$ cat config.mk
export PLATFORM = sky130hd
export DESIGN_NAME = brake_trigger_detect
export DESIGN_NICKNAME = d
export VERILOG_FILES = /design/src/rtl/brake_trig_pkg.sv /design/src/rtl/frame_edge_det.sv /design/src/rtl/brake_trigger_detect.sv
export SDC_FILE = /design/constraint.sdc
export NUM_CORES = 1
export LEC_CHECK = 0
export BUFFER_PORTS_ARGS = -buffer_cell sky130_fd_sc_hd__buf_2
export CELL_PAD_IN_SITES_DETAIL_PLACEMENT = 0
export CELL_PAD_IN_SITES_GLOBAL_PLACEMENT = 1
export CORE_ASPECT_RATIO = 0.7
export CORE_MARGIN = 4
export CORE_UTILIZATION = 37
export DETAILED_ROUTE_END_ITERATION = 8
export GPL_TIMING_DRIVEN = 0
export PLACE_DENSITY_LB_ADDON = 0.1
export SLEW_MARGIN = 10
export SYNTH_ARGS = -nofsm -noshare
export SYNTH_HDL_FRONTEND = slang
export SYNTH_SLANG_ARGS = --single-unit
$ cat constraint.sdc
create_clock -name vga_pclk -period 2.7 [get_ports vga_pclk]
set_clock_uncertainty 0.15 [all_clocks]
set_input_delay 0.405 -clock vga_pclk [delete_from_list [all_inputs] [get_ports vga_pclk]]
set_output_delay 0.405 -clock vga_pclk [all_outputs]
set_load 0.02 [all_outputs]
$ cat src/rtl/brake_trig_pkg.sv
// Shared types and constants for the brake-light trigger and the frame-stop path.
package brake_trig_pkg;

  typedef enum logic [1:0] {
    ST_ARMED    = 2'd0,
    ST_FIRE     = 2'd1,
    ST_HOLD     = 2'd2,
    ST_COOLDOWN = 2'd3
  } trig_state_e;

  localparam int unsigned H_VISIBLE = 640;
  localparam int unsigned V_VISIBLE = 480;

  // RGB565 field positions {R5,G6,B5}
  localparam int unsigned R_MSB = 15;
  localparam int unsigned R_LSB = 11;
  localparam int unsigned G_MSB = 10;
  localparam int unsigned G_LSB = 5;
  localparam int unsigned B_MSB = 4;
  localparam int unsigned B_LSB = 0;

  function automatic logic rgb_is_red(input logic [15:0] px,
                                      input logic [4:0]  r_min,
                                      input logic [5:0]  g_max,
                                      input logic [4:0]  b_max);
    return (px[R_MSB:R_LSB] >= r_min) &&
           (px[G_MSB:G_LSB] <= g_max) &&
           (px[B_MSB:B_LSB] <= b_max);
  endfunction

endpackage

$ cat src/rtl/frame_edge_det.sv
// Vertical-visible edge detector: one-cycle pulses when the raster leaves
// (frame_end) or re-enters (frame_start) the visible rows.
module frame_edge_det
  import brake_trig_pkg::*;
(
  input  logic       vga_pclk,
  input  logic       reset,
  input  logic [9:0] y_pixel_i,
  output logic       frame_end_o,
  output logic       frame_start_o
);

  logic yen_d;
  logic yen_q;

  assign yen_d = (y_pixel_i < 10'(V_VISIBLE));

  // Remember whether the previous cycle was on a visible row
  always_ff @(posedge vga_pclk or posedge reset) begin
    if (reset) yen_q <= 1'b0;
    else       yen_q <= yen_d;
  end

  assign frame_end_o   = yen_q & ~yen_d;
  assign frame_start_o = ~yen_q & yen_d;

endmodule

$ cat src/rtl/brake_trigger_detect.sv
// Counts brake-red pixels inside the ROI per frame and pulses f2s_en after
// CONSEC_FRAMES consecutive hit frames, gated by the stop block's activity.
module brake_trigger_detect
  import brake_trig_pkg::*;
#(
  parameter int unsigned X_MIN           = 160,
  parameter int unsigned X_MAX           = 479,
  parameter int unsigned Y_MIN           = 120,
  parameter int unsigned Y_MAX           = 359,
  parameter logic [4:0]  R_MIN           = 5'd20,
  parameter logic [5:0]  G_MAX           = 6'd24,
  parameter logic [4:0]  B_MAX           = 5'd12,
  parameter int unsigned PIX_THRESH      = 2000,
  parameter int unsigned CONSEC_FRAMES   = 3,
  parameter int unsigned COOLDOWN_FRAMES = 60
) (
  input  logic        vga_pclk,
  input  logic        reset,
  input  logic [9:0]  x_pixel,
  input  logic [9:0]  y_pixel,
  input  logic        de,
  input  logic [15:0] pix_rgb565,
  input  logic        stop_active,
  output logic        f2s_en,
  output logic [18:0] red_count,
  output logic [2:0]  hit_streak,
  output logic        led_armed
);

  localparam int unsigned CNT_W = $clog2(COOLDOWN_FRAMES + 1);

  logic              frame_end;
  logic              frame_start;
  logic              roi_hit;
  logic              is_red;
  logic [18:0]       acc_base;
  logic [18:0]       acc_d,       acc_q;
  logic [18:0]       red_count_q;
  logic              fe_dly_q;
  logic              eval_q;
  logic              hit_d,       hit_q;
  trig_state_e       state_d,     state_q;
  logic [2:0]        streak_d,    streak_q;
  logic [CNT_W-1:0]  cnt_d,       cnt_q;
  logic              seen_d,      seen_q;
  logic              f2s_en_d,    f2s_en_q;
  logic              led_armed_d, led_armed_q;

  frame_edge_det u_edge (
    .vga_pclk      (vga_pclk),
    .reset         (reset),
    .y_pixel_i     (y_pixel),
    .frame_end_o   (frame_end),
    .frame_start_o (frame_start)
  );

  assign roi_hit = (x_pixel >= 10'(X_MIN)) && (x_pixel <= 10'(X_MAX)) &&
                   (y_pixel >= 10'(Y_MIN)) && (y_pixel <= 10'(Y_MAX));
  assign is_red  = de && roi_hit && rgb_is_red(pix_rgb565, R_MIN, G_MAX, B_MAX);
  assign hit_d   = (red_count_q >= 19'(PIX_THRESH));

  // Saturating red-pixel accumulator; restarting at frame_start is a no-op
  // for any ROI inside the visible rows since blanking cannot add counts
  always_comb begin
    acc_base = frame_start ? '0 : acc_q;
    acc_d    = acc_base;
    if (frame_end)                     acc_d = '0;
    else if (is_red && acc_base != '1) acc_d = acc_base + 19'd1;
  end

  // Accumulator, per-frame snapshot and the two-stage compare pipeline
  always_ff @(posedge vga_pclk or posedge reset) begin
    if (reset) begin
      acc_q       <= '0;
      red_count_q <= '0;
      fe_dly_q    <= 1'b0;
      eval_q      <= 1'b0;
      hit_q       <= 1'b0;
    end else begin
      acc_q    <= acc_d;
      if (frame_end) red_count_q <= acc_q;
      fe_dly_q <= frame_end;
      eval_q   <= fe_dly_q;
      hit_q    <= hit_d;
    end
  end

  // Trigger FSM next-state, streak, frame counter and output decode
  always_comb begin
    state_d  = state_q;
    streak_d = streak_q;
    cnt_d    = cnt_q;
    seen_d   = seen_q;
    case (state_q)
      ST_ARMED: begin
        if (stop_active) begin
          state_d  = ST_HOLD;
          streak_d = '0;
          cnt_d    = '0;
          seen_d   = 1'b1;
        end else if (eval_q) begin
          if (!hit_q) begin
            streak_d = '0;
          end else if (streak_q == 3'(CONSEC_FRAMES - 1)) begin
            state_d  = ST_FIRE;
            streak_d = '0;
          end else if (streak_q != 3'(CONSEC_FRAMES)) begin
            streak_d = streak_q + 3'd1;
          end
        end
      end
      ST_FIRE: begin
        state_d  = ST_HOLD;
        streak_d = '0;
        cnt_d    = '0;
        seen_d   = 1'b0;
      end
      ST_HOLD: begin
        streak_d = '0;
        if (stop_active) seen_d = 1'b1;
        if (seen_q && !stop_active) begin
          state_d = ST_COOLDOWN;
          cnt_d   = '0;
        end else if (!seen_q && !stop_active && eval_q) begin
          // stop block never answered: give up after the second frame
          if (cnt_q == CNT_W'(1)) begin
            state_d = ST_COOLDOWN;
            cnt_d   = '0;
          end else begin
            cnt_d = cnt_q + 1'b1;
          end
        end
      end
      ST_COOLDOWN: begin
        streak_d = '0;
        if (stop_active) begin
          state_d = ST_HOLD;
          cnt_d   = '0;
          seen_d  = 1'b1;
        end else if (eval_q) begin
          if (cnt_q == CNT_W'(COOLDOWN_FRAMES - 1)) begin
            state_d = ST_ARMED;
            cnt_d   = '0;
          end else begin
            cnt_d = cnt_q + 1'b1;
          end
        end
      end
      default: state_d = ST_ARMED;
    endcase
    f2s_en_d    = (state_d == ST_FIRE);
    led_armed_d = (state_d == ST_ARMED);
  end

  // Trigger FSM registers and registered outputs
  always_ff @(posedge vga_pclk or posedge reset) begin
    if (reset) begin
      state_q     <= ST_ARMED;
      streak_q    <= '0;
      cnt_q       <= '0;
      seen_q      <= 1'b0;
      f2s_en_q    <= 1'b0;
      led_armed_q <= 1'b0;
    end else begin
      state_q     <= state_d;
      streak_q    <= streak_d;
      cnt_q       <= cnt_d;
      seen_q      <= seen_d;
      f2s_en_q    <= f2s_en_d;
      led_armed_q <= led_armed_d;
    end
  end

  assign f2s_en     = f2s_en_q;
  assign red_count  = red_count_q;
  assign hit_streak = streak_q;
  assign led_armed  = led_armed_q;

endmodule

Yosys cells after proc, flatten, opt, wreduce, memory -nomap -nowiden --
Index checks and enable logic that the tools add are counted.
Storage, ports and cells: flip-flop bits (word level) 56, input bits 40, output and inout bits 24, logic and storage cells 92
Operators by class: $add $sub $neg 3, order comparisons 9, equality and inequality tests 15, multiplexer cells 30, bitwise operators 4, reductions and logical operators 19
Operators by type and width (count):
- two-way mux 19 bit | 3
- two-way mux 6 bit | 7
- case mux 6 bit (4 select lines) | 1
- <= comparator 10 x 9 -> 1 bit (second input constant) | 2
- two-way mux 2 bit | 10
- adder 19 x 1 -> 19 bit (second input constant) | 1
- greater-or-equal comparator 19 x 11 -> 1 bit (second input constant) | 1
- != test 19 bit (second input constant) | 1
- two-way mux 3 bit | 5
- logical AND 1 bit | 11
- greater-or-equal comparator 10 x 7 -> 1 bit (second input constant) | 1
- greater-or-equal comparator 10 x 8 -> 1 bit (second input constant) | 1
- < comparator 10 x 9 -> 1 bit (second input constant) | 1
- != test 3 bit (second input constant) | 3
- case mux 2 bit (4 select lines) | 1
- adder 6 x 1 -> 6 bit (second input constant) | 1
- equality test 6 x 1 -> 1 bit (second input constant) | 1
- equality test 6 bit (second input constant) | 1
- <= comparator 6 x 5 -> 1 bit (second input constant) | 1
- case mux 3 bit (2 select lines) | 1
- OR reduction 3 bit | 2
- greater-or-equal comparator 5 bit (second input constant) | 1
- <= comparator 5 x 4 -> 1 bit (second input constant) | 1
- != test 5 bit (second input constant) | 1
- 15 further kinds | 21

Longest topological paths before layout --
Gate-level depths: netlist of the first run.
depth in word-level cells 9, gate-level depth with buffers 11, gate-level depth less buffers 9

Cells and area by module --
A second synthesis of the first run with hierarchy kept.
Unflattened totals: cell total of the unflattened synthesis 282, area, all modules 2865.2 sq um
By module, submodules not included:
- brake_trigger_detect | times used 1, cells an instance 277, area an instance 2805.2 sq um, sequential area each 1376.3 sq um
- frame_edge_det | times used 1, cells an instance 5, area an instance 60.1 sq um, sequential area each 25.0 sq um

Worst setup path after synthesis of the first run --
Ideal clock, no wire load.
path type input to register, start point in y_pixel[5], end point reg acc_q[8], library setup time 0.078 ns, arrival 2.645 ns, data required time 2.472 ns, setup slack -0.173 ns, cell stages on the path 10, path buffers 1, path through a41oi_4 -> nand2_1 -> and2_1 -> ha_1 -> nand2_1 -> a2111oi_4 -> a2111o_1 -> buf_6 -> or4_1 -> a21oi_1
On the way: word-level cells in the longest chain between the ends 8, elaborated cells on any way between the ends 16, classes of those cells add/sub: 1; order compare: 3; eq/ne: 1; mux: 3; bitwise: 3; reduce/logical: 5
RTL lines:
- from (decl) | RTL line brake_trigger_detect.sv:20 | input logic [9:0] y_pixel,
- branches (longest 7 deep; another with adder 19 x 1 -> 19 bit)
- two-way mux 19 bit * | RTL line brake_trigger_detect.sv:67 | if (frame_end) acc_d = '0;
- net acc_d[8] | RTL line brake_trigger_detect.sv:37 | logic [18:0] acc_d, acc_q;
- to (signal assigned) | RTL line brake_trigger_detect.sv:74 | acc_q <= '0;
- to (signal assigned) | RTL line brake_trigger_detect.sv:80 | acc_q <= acc_d;
- to (decl) | RTL line brake_trigger_detect.sv:37
Mark *: on every way through the listed nets, which the timed path passes. A chain may end at the register's enable or synchronous reset.

Worst setup path after layout of the first run --
start point reg u_edge.yen_q, end point reg acc_q[8]
On the way: word-level cells in the longest chain between the ends 7, elaborated cells on any way between the ends 9, classes of those cells add/sub: 1; eq/ne: 1; mux: 3; bitwise: 3; reduce/logical: 1
RTL lines:
- from (decl) | RTL line frame_edge_det.sv:14 | logic yen_q;
- from (signal assigned) | RTL line frame_edge_det.sv:21 | else yen_q <= yen_d;
- branches (longest 6 deep; another with adder 19 x 1 -> 19 bit)
- two-way mux 19 bit * | RTL line brake_trigger_detect.sv:67
- net acc_d[8] | RTL line brake_trigger_detect.sv:37
Marked as above.

==> reports/results.env, run 1 <==
STATUS='finished, final reports clean'
ROUTED_VIA_DENSITY=5.31
SETUP.WORST_PATH.START_CLASS='flip-flop'
WORST_SETUP_PATH_STARTPOINT='u_edge.yen_q'
POSTSYNTH.TOPFLOPCELL='dfrtp_1'
DRT_PRE_ANTENNA_ITERS=4
CTS_MADE_BUFFERS=5
WL_PER_CELL_UM=15.4
SETUP_VIOL_COUNT_FINAL=0
LAYOUT.NETS=421
SYNTHESIS.INSTANCES=314
CLKSLEWWORSTSETUPHOLDPATHS_PS=110
YOSYS.AREA.TOP_TYPE_SHARE=0.486
PIN_COUNT=64
SYN-MEAN-INSTANCE-AREA_UM2=9.18
POST_SYNTH_ARST_SHARE=1.00
DRC=0
PEAKVDDDROP_uV=247
DR.FIRST_ITER.DRC_COUNT=128
CRITICAL_PATH.REG2REG.ENDPOINT='acc_q[8]'
FIRST_PASS_GRT_WIRE_LENGTH_UM=11900
DIE_W_UM=113
ROOT_BUFFER='clkbuf_8'
R2R_CELLS=11
GP_CONGESTION=0.782
INSERTION_DELAY_PS=320
PORT-BUFFER-COUNT=52
CP_MAX_FO=10
YS_TOP_CELLS_BY_AREA='dfrtp_1, nand2_1, a21oi_1'
REGTOREGSTARTPOINT='u_edge.yen_q'
TIMING_WORST_SLEW_PIN_VALUE_PS=721
SYNTHESIS.AREA_UM2=2880
TOTALPOWERFINAL_mW=1.51
ACHIEVABLE-FREQUENCY_MHz=383
SYNTH_TOP_AREA_CELL='dfrtp_1'
SWITCHINGPOWER_mW=0.416
POWER.STATIC_LEAKAGE_nW=1.61
SHARE_OF_THE_CORE_FILLED_WITH_CELLS=0.467
COMBINATIONALPOWERSHARE=0.099
CRITPATHKIND='reg -> reg'
MET3WIRELENGTH_UM=302
CLOCK_SINKS=56
NUM_ANTENNA_CELLS=0
CRITICAL_PATH_SINK='acc_q[8]'
REPORT.FINAL.HOLD_VIOL_COUNT=0
DETAILED_ROUTE_VIA_COUNT=2527
CORE-AREA_UM2=7420
CTS_BUFFER_DEPTH=2
PLACEMENT_ROWS=26
WIRELENGTH_UM=7350
YS_SEQ_AREA_FRAC=0.486
LARGEST_NET_DEGREE_AT_THE_START_OF_GLOBAL_ROUTING=32
SETUP_TOTAL_NEGATIVE_SLACK_PS=0
POWER_DENSITY_nW_PER_UM2=436
DIE_H_UM=81.8
CTS_TREE='done'
SYN2LAYOUT_AREA_GROWTH_PCT=20.1
WL_MET1_UM=4140
YOSYS_REGISTER_BITS=56
MOSTFREQUENTLAYOUTCELLS='nand2_1, dfrtp_1, buf_2'
TIMING.FINAL.CRIT_SHARE=0.967
SYN_NETS=358
POST-DP-HPWL_UM=5550
SEQPWRFRAC=0.572
NUMBER_OF_SYNTHESIZED_FLOPS_WITH_AN_ENABLE_PIN=0
HOLD_PATH_CLASS='in -> async'
YOSYS_WARNINGS=0
ANTENNA_FOUND_INITIAL=0
OVERALL_FRACTION_OF_GLOBAL_ROUTE_TRACKS_IN_USE=0.162
FINAL_PERIOD_MINUS_WORST_SETUP_SLACK_PS=2610
CLOCK_POWER_SHARE=0.330
SYNTHDISTINCTLIBCELLS=52
SLEW_VIOL_FINAL=0
WORSTPATHARRIVAL_PS=2650
RSZ0062_AT_GRT='false'
FLOORPLAN.INITIALDENSITY=0.388
INTERNAL-POWER_mW=1.09
CAP_VIOL_MAX_COUNT=0
SLEW-LIMIT-HEADROOM=0.519
GR-TOTAL-OVERFLOW=0
NETSWITCHINGFRACTION=0.275
DIE_AREA_UM2=9290
DRTANTENNAVIOLNETS=0
SHARE_OF_POST_ROUTE_CELLS_WITH_DRIVE_STRENGTH_ABOVE_1=0.235
DR_WL_MET2_UM=2840
ROUTE.TOP_LAYER_USED='met4'
FIRST_GLOBAL_VIAS=2344
WORST-ENDPOINT-REQUIRED_PS=2730
CTS.HTREE.LEVELS=2
LAYOUT_COMMONEST_CELL='nand2_1'
ENDPOINT_KIND='flip-flop'
FF2FF_SETUP_SLACK_PS=90
[stage by stage]
stage          hold slack [ps]  instance area [um^2]  setup WS, ps  cells
2_1_floorplan              181                  2890         0.241    314
3_3_place_gp               185                  3280          -558    464
3_5_place_dp               195                  3300          -576    465
4_1_cts                   50.4                  3440          3.78    476
5_1_grt                   84.1                  3460          5.60    476
6_report                  29.7                  3460          87.9    476
[registers in the layout, indices dropped and copies added (netlist names)]
name / count
led_armed: 1
fe_dly_q: 1
acc_q: 19
f2s_en: 1
u_edge.yen_q: 1
state_q: 2
red_count: 19
hit_q: 1
cnt_q: 6
seen_q: 1
hit_streak: 3
eval_q: 1
[routing by layer]
| layer | vias to the layer above | global-route usage |
|---|---|---|
| li1 | 1267 | - |
| met1 | 1208 | 0.262 |
| met2 | 44 | 0.213 |
| met3 | 8 | 0.0383 |
| met4 | 0 | 0.0324 |
| met5 | - | 0 |
[power by group through the flow]
stage | Combinational [mW] | Clock (mW) | Sequential, mW
after floorplan | 0.0843 | 0 | 0.875
after global placement | 0.138 | 0 | 0.878
after detailed placement | 0.142 | 0 | 0.879
after CTS | 0.148 | 0.511 | 0.862
after global routing | 0.167 | 0.545 | 0.865
final | 0.149 | 0.497 | 0.862
[worst min-delay path by stage]
stage,start,end,cells after the start
after global routing,reset,hit_streak[1],2
after global placement,fe_dly_q,eval_q,0
final,reset,hit_streak[1],2
after detailed placement,fe_dly_q,eval_q,0
after floorplan,fe_dly_q,eval_q,0
after CTS,reset,hit_streak[1],2
[worst max-delay path: stages, from the launching register on]
cell	delay [ps]
dfrtp_2	440
inv_4	120
nand2_4	100
and2_4	180
ha_2	180
nand2_2	90
a2111oi_4	60
a2111o_1	470
buf_6	180
clkbuf_4	200
o31ai_2	200
a21oi_1	90
[cell families (layout without fill, tap and decap cells)]
kind of cell | after synthesis | after routing | synth area share
buffers and inverters | 22 | 86 | 0.0321
DFF | 56 | 56 | 0.486
and+or+nand+nor | 154 | 154 | 0.257
adders and majority gates | 4 | 4 | 0.0174
xor gates and xnor gates | 3 | 3 | 0.00912
muxes | 3 | 3 | 0.0104
AOI/OAI and AO/OA | 72 | 72 | 0.187
[Yosys cell counts (2+ instances only)]
master     instances
buf_2              2
o2bb2ai_1          2
and3_1             6
or2_2              3
a21oi_1           16
and4_1             3
o2111ai_1          2
o211ai_1           3
nand2b_1           4
nor2b_1            2
nor4_1             4
nand4_1            7
and2_1             5
a32o_1             2
a2111oi_2          2
dfrtp_1           56
nand2_1           80
a211oi_1           3
ha_1               4
xnor2_1            3
or3_1              6
o21ai_1            8
o31ai_1            4
a31o_2             2
o21bai_1           2
nand3_1           11
a21o_1             2
a31oi_1            4
nor3_1             4
nor2_1            11
inv_1             10
mux2i_1            3
o21ai_0            8
clkbuf_1           9
or4_1              4
[cell type report]
class | instances | area (um^2)
Multi-Input combinational cell | 236 | 1440
Timing Repair Buffer | 57 | 310
Clock buffer | 5 | 68.8
Inverter | 10 | 40.0
Buffer | 11 | 53.8
Clock inverter | 3 | 26.3
Tap cell | 98 | 123
Fill cell | 727 | 3960
Sequential cell | 56 | 1400
[what timing repair did]
| item | 4_1_cts | 5_1_grt |
|---|---|---|
| buffers inserted | 3 | 1 |
| pin swaps | 3 | 1 |
| hold buffers | 0 | 0 |
| gates resized for setup | 5 | 5 |
| setup endpoints to repair | 19 | 11 |
| hold endpoints to repair | 0 | 0 |
Power figures use the tool's default switching activity.
==> run 2: changes to the inputs <==
SYNTH_HIERARCHICAL = 1   (was unset)
==> run 2 against run 1 <==
First-iteration DRC count is 23% higher. Via count is 6.8% lower. Register-to-register slack better by 40 ps. Clock power is 4.2% lower. Core utilization is 0.42 points lower. Critical path depth is 2 higher. Die area is 0.52% lower. Power is 1.4% lower. Sequential power is 0.5% higher. Critical path type is now in -> reg. Critical endpoint is now acc_q[7].
==> reports/results.env, run 2 <==
STATUS='finished, final reports clean'
TIMING.FINAL.CRIT_SHARE=0.959
SYNTH-COMPOUND-AREA-SHARE=0.126
HOLD_PATH_CLASS='reg -> reg'
SETUP_VIOL_COUNT_FINAL=0
COMBINATIONALPOWERSHARE=0.098
DIE_H_UM=81.6
SLEW_VIOL_FINAL=0
PLACE_AREA_UM2=3270
ROUTED_VIA_DENSITY=5.30
DRTANTENNAVIOLNETS=0
TIMING_WORST_SLEW_PIN_VALUE_PS=719
ENDPOINT_KIND='flip-flop'
YOSYS-MUX-AREA-FRACTION=0.0817
SHARE_OF_THE_CORE_FILLED_WITH_CELLS=0.463
DESIGN_AREA_UM2=3430
CLOCK_POWER_SHARE=0.320
ROOT_BUFFER='clkbuf_8'
CTS_TREE='done'
LARGEST_NET_DEGREE_AT_THE_START_OF_GLOBAL_ROUTING=32
YOSYS.AREA.TOP_TYPE_SHARE=0.489
GRT.MET2_USAGE=0.210
YOSYS_REGISTER_BITS=56
TOTALPOWERFINAL_mW=1.49
REPORT.FINAL.HOLD_VIOL_COUNT=0
XOR_XNOR_SHARE_OF_THE_SYNTHESIZED_AREA=0.0367
SYNTHESIS.AREA_UM2=2870
NETSWITCHINGFRACTION=0.249
SYNTHESIS.INSTANCES=282
POST-DP-HPWL_UM=5170
POWER_DENSITY_nW_PER_UM2=433
HOLD_PATH.STARTPOINT='fe_dly_q'
NUM_ANTENNA_CELLS=0
SYN-MEAN-INSTANCE-AREA_UM2=10.2
GP_CONGESTION=0.794
POST_SYNTH_ARST_SHARE=1.00
YS_SEQ_AREA_FRAC=0.489
PRECTSSETUPSLACK_PS=-482
DIE_W_UM=113
DIE_AREA_UM2=9240
CAP_VIOL_MAX_COUNT=0
WIRELENGTH_UM=7080
POSTSYNTH.TOPFLOPCELL='dfrtp_1'
SYNTHDISTINCTLIBCELLS=52
WORST-ENDPOINT-REQUIRED_PS=2780
FIN_WORST_HOLD_SLACK_PS=215
SETUP_TOTAL_NEGATIVE_SLACK_PS=0
WORSTPATHARRIVAL_PS=2670
PEAKVDDDROP_uV=219
GRT_USE_MET1=0.266
REGTOREGSTARTPOINT='u_edge/yen_q'
CTS_MADE_BUFFERS=5
CP_MAX_FO=10
MAIN_COMBINATIONAL_CELL_FAMILY_BY_AREA_AFTER_SYNTHESIS='simple AND/OR/NAND/NOR gates'
DR.FIRST_ITER.DRC_COUNT=158
FINAL_PERIOD_MINUS_WORST_SETUP_SLACK_PS=2590
INTERNAL-POWER_mW=1.12
SHARE_OF_POST_ROUTE_CELLS_WITH_DRIVE_STRENGTH_ABOVE_1=0.272
PLACEMENT_ROWS=26
DRC=0
PIN_COUNT=64
MET3_USAGE=0.0339
INSERTION_DELAY_PS=300
FIRST_PASS_GRT_WIRE_LENGTH_UM=11800
OVERALL_FRACTION_OF_GLOBAL_ROUTE_TRACKS_IN_USE=0.162
NUMBER_OF_SYNTHESIZED_FLOPS_WITH_AN_ENABLE_PIN=0
DETAILED_ROUTE_VIA_COUNT=2354
PLACED_CELL_COUNT=433
CLKSLEWWORSTSETUPHOLDPATHS_PS=100
SYN2LAYOUT_AREA_GROWTH_PCT=19.7
CTS_BUFFER_DEPTH=2
GR-TOTAL-OVERFLOW=0
SYNTHESIZED_AREA_FRACTION_OCCUPIED_BY_ADDER_CELLS=0.0175
MOSTFREQUENTLAYOUTCELLS='dfrtp_1, buf_2, nand2_1'
SWITCHINGPOWER_mW=0.370
SYNTH_TOP_AREA_CELL='dfrtp_1'
SETUP.WORST_PATH.START_CLASS='primary input'
FLOORPLAN.INITIALDENSITY=0.386
FINAL-SEQ-AREA_UM2=1400
SLEW-LIMIT-HEADROOM=0.517
CRITPATHKIND='in -> reg'
CORE-AREA_UM2=7420
LAYOUT_COMMONEST_CELL='dfrtp_1'
WORST_SETUP_PATH_STARTPOINT='y_pixel[8]'
SEQPWRFRAC=0.582
CLOCK_SINKS=56
YOSYS_WARNINGS=6
GRT.BUSIEST_LAYER='met1'
DRT_PRE_ANTENNA_ITERS=4
WL_PER_CELL_UM=16.0
SYNTHSIMPLEGATEAREAFRAC=0.224
CTS.HTREE.LEVELS=2
TIMING.FINAL.WS_SETUP_PS=112
ACHIEVABLE-FREQUENCY_MHz=386
YS_TOP_CELLS_BY_AREA='dfrtp_1, mux2_2, nand2_1'
PORT-BUFFER-COUNT=52
MULTIINPUTGATEAREA_UM2=1420
ANTENNA_FOUND_INITIAL=0
SYNTH.MOST_COMMON_CELL='dfrtp_1'
FIRST_GLOBAL_VIAS=2257
POST_LAYOUT_NONFILLER_INSTANCES=444
POWER.STATIC_LEAKAGE_nW=1.61
FILLER_CELL_COUNT=718
SYN_NETS=326
SYNTH_TOP_CELLS_BY_COUNT='dfrtp_1, nand2_1, nor2_1'
LAYOUT.NETS=389
## run 2: cell types whose count changed after synthesis, sizes merged, moves of 4 or more
| cell | before | now |
|---|---|---|
| xnor2 | 3 | 8 |
| xor2 | 0 | 4 |
| mux2 | 0 | 19 |
| nand3 | 11 | 16 |
| nor2 | 11 | 22 |
| a21oi | 16 | 10 |
| nand2 | 80 | 28 |
| nor2b | 2 | 10 |
## run 2: worst max-delay path, stage by stage
cell and delay, ps:
buf_2 120, a41oi_2 220, and2b_2 230, buf_8 160
nor2b_4 50, ha_2 190, and3_1 210, nand2_1 90
or3_1 120, buf_6 150, nand2_4 80, or4b_1 480
a21oi_1 150
## run 2: final cells by class
| cell class | count | share of cell area |
|---|---|---|
| buffer | 10 | 0.0168 |
| sequential | 56 | 0.408 |
| clock buffer | 8 | 0.0263 |
| inverter | 8 | 0.00875 |
| timing repair buffer | 56 | 0.0890 |
| tap | 98 | 0.0357 |
| multi-input combinational | 208 | 0.415 |
## run 2: cell families after synthesis
| logic type | Yosys count |
|---|---|
| AND/OR/NAND/NOR | 121 |
| flip-flops | 56 |
| AO/OA/AOI/OAI | 50 |
| multiplexers | 21 |
| buffers and inverters | 18 |
| XOR/XNOR | 12 |
| adder cells (fa/ha/maj) | 4 |
## run 2: repair_timing
item,in CTS,in global routing
endpoints found under the hold margin,1,0
gates resized for setup,3,7
hold buffers,1,0
buffers inserted,2,0
pin swaps,1,0
setup endpoints to repair,13,9
## run 2: path summary, 6_finish.rpt
check	endpoint	slack, ps	cells after the start
worst max-delay path	acc_q[7]	110	13
min in group asynchronous	u_edge/yen_q	350	3
worst min register to register	eval_q	220	0
worst max register to register	acc_q[7]	130	11
worst min-delay path	eval_q	220	0
max in group asynchronous	acc_q[0]	1190	4
## run 2: layer usage
| layer | up-vias | share of wire |
|---|---|---|
| met5 | - | 0 |
| met4 | 0 | 0.0042 |
| met3 | 2 | 0.059 |
| met2 | 61 | 0.37 |
| met1 | 1136 | 0.56 |
| li1 | 1155 | - |
## run 2: power groups by stage
stage               registers [mW]  logic [mW]  clock network [mW]
floorplan                    0.878      0.0849                   0
global placement             0.882       0.135                   0
detailed placement           0.882       0.139                   0
CTS                          0.866       0.146               0.492
global route                 0.869       0.164               0.530
finish                       0.866       0.145               0.476
==> run 3: changes to the inputs <==
REMOVE_ABC_BUFFERS = 1   (was unset)
==> run 3 against run 2 <==
Count of clock-buffer cells in the layout shrank 1. Largest power group unchanged. Setup slack gained 62 ps. Design area grew 0.88%. Final cell count shrank 0.23%. Routed wire length shrank 7.2%. Sequential power is essentially flat. Non-clock buffer count shrank 1. Critical path type unchanged. Combinational power is essentially flat. Critical endpoint unchanged. Clock power is essentially flat. Largest cell class unchanged.
==> reports/results.env, run 3 (synthesis gave the netlist of run 2 again) <==
STATUS='finished, final reports clean'
DR.FIRST_ITER.DRC_COUNT=132
CORE-AREA_UM2=7420
PORT-BUFFER-COUNT=53
CLKSLEWWORSTSETUPHOLDPATHS_PS=90
DETAILED_ROUTE_VIA_COUNT=2394
WORST-ENDPOINT-REQUIRED_PS=2790
SETUP_VIOL_COUNT_FINAL=0
ACHIEVABLE-FREQUENCY_MHz=396
CAP_VIOL_MAX_COUNT=0
PEAKVDDDROP_uV=208
CTS_TREE='done'
RSZ0062_AT_GRT='false'
DIE_AREA_UM2=9240
CTS_MADE_BUFFERS=5
LARGEST_NET_DEGREE_AT_THE_START_OF_GLOBAL_ROUTING=31
POWER.STATIC_LEAKAGE_nW=1.65
DESIGN_AREA_UM2=3460
CLOCK_POWER_SHARE=0.321
PLACEMENT_ROWS=26
PIN_COUNT=64
SYN2LAYOUT_AREA_GROWTH_PCT=20.8
PLACE_AREA_UM2=3270
FIRST_GLOBAL_VIAS=2190
DRTANTENNAVIOLNETS=0
CTS_BUFFER_DEPTH=2
INTERNAL-POWER_mW=1.12
FIRST_PASS_GRT_WIRE_LENGTH_UM=11200
MOSTFREQUENTLAYOUTCELLS='dfrtp_1, buf_2, nand2_1'
SETUP.WORST_PATH.START_CLASS='primary input'
FLOORPLAN.INITIALDENSITY=0.386
OVERALL_FRACTION_OF_GLOBAL_ROUTE_TRACKS_IN_USE=0.152
DIE_H_UM=81.6
DRC=0
TIMING_WORST_SLEW_PIN_VALUE_PS=722
COMBINATIONALPOWERSHARE=0.097
TIMING.FINAL.CRIT_SHARE=0.936
CRITPATHKIND='in -> reg'
CTS.HTREE.LEVELS=2
HOLD_PATH_CLASS='in -> reg'
GR-TOTAL-OVERFLOW=0
GP_CONGESTION=0.806
POST-DP-HPWL_UM=4740
ROOT_BUFFER='clkbuf_8'
TOTALPOWERFINAL_mW=1.49
FINAL_PERIOD_MINUS_WORST_SETUP_SLACK_PS=2530
INSERTION_DELAY_PS=310
DIE_W_UM=113
NUM_ANTENNA_CELLS=0
SEQPWRFRAC=0.582
ENDPOINT_KIND='flip-flop'
LAYOUT_COMMONEST_CELL='dfrtp_1'
NETSWITCHINGFRACTION=0.248
SLEW_VIOL_FINAL=0
LAYOUT.NETS=388
DRT_PRE_ANTENNA_ITERS=4
ROUTED_VIA_DENSITY=5.40
CLOCK_SINKS=56
CP_MAX_FO=9
WL_PER_CELL_UM=14.8
SWITCHINGPOWER_mW=0.371
WIRELENGTH_UM=6570
POWER_DENSITY_nW_PER_UM2=431
SHARE_OF_POST_ROUTE_CELLS_WITH_DRIVE_STRENGTH_ABOVE_1=0.293
SLEW-LIMIT-HEADROOM=0.514
WORSTPATHARRIVAL_PS=2610
REPORT.FINAL.HOLD_VIOL_COUNT=0
ANTENNA_FOUND_INITIAL=0
-- run 3: path summary, 6_finish.rpt --
check / to / startpoint / depth (start not counted) / slack, ps
min: u_edge/yen_q / y_pixel[9] / 2 / 140
max: acc_q[7] / y_pixel[8] / 11 / 170
min in group asynchronous: u_edge/yen_q / reset / 3 / 330
min reg2reg: eval_q / fe_dly_q / 0 / 210
max reg2reg: acc_q[7] / u_edge/yen_q / 9 / 200
max in group asynchronous: fe_dly_q / reset / 4 / 1230
-- run 3: routing by layer --
metal  vias to the layer above  global-route usage  share of wire
met1                      1163               0.231           0.52
met3                         2              0.0383          0.070
met2                        73               0.212           0.40
met4                         0              0.0432         0.0046
li1                       1156                   -              -
met5                         -                   0              0
-- run 3: repair_timing --
item                                    4_1_cts  5_1_grt
resized for setup                             2        2
pin swaps                                     0        2
endpoints found under the setup margin       10        3
setup buffers                                 4        5
hold buffers                                  1        0
hold endpoints to repair                      1        0
gates cloned                                  0        0
-- run 3: critical path, stage by stage --
cell and delay [ps]:
buf_2 130, a41oi_4 240, and2b_4 230, nor2b_1 80, ha_1 230, and3_1 230
nand2_1 100, or3_4 190, nand2_2 140, or4b_4 490, a21oi_1 160
-- run 3: final cells by class --
class,instances,area [um^2]
clock buffer,7,86.3
clock inverter,1,7.51
fill,731,3960
inverter,8,30.0
multi-input combinational,208,1420
sequential,56,1400
tap,98,123
timing repair buffer,65,390
-- run 3: power by group through the flow --
stage | clock, mW | sequential, mW | combinational (mW)
global route | 0.551 | 0.871 | 0.164
global placement | 0 | 0.884 | 0.126
CTS | 0.508 | 0.867 | 0.143
detailed placement | 0 | 0.883 | 0.136
floorplan | 0 | 0.879 | 0.0784
finish | 0.479 | 0.868 | 0.145
-- run 3: per-stage QoR --
step | util | hold slack (ps) | setup TNS (ps) | worst slack (ps) | std cells
2_1_floorplan | - | -16.3 | -1330 | -108 | 272
3_3_place_gp | 0.433 | 99.7 | -38690 | -1230 | 423
3_5_place_dp | 0.441 | 109 | -6620 | -614 | 425
4_1_cts | 0.460 | 135 | 0 | 66.1 | 438
5_1_grt | 0.467 | 140 | 0 | 38.5 | 443
6_report | 0.467 | 144 | 0 | 173 | 443
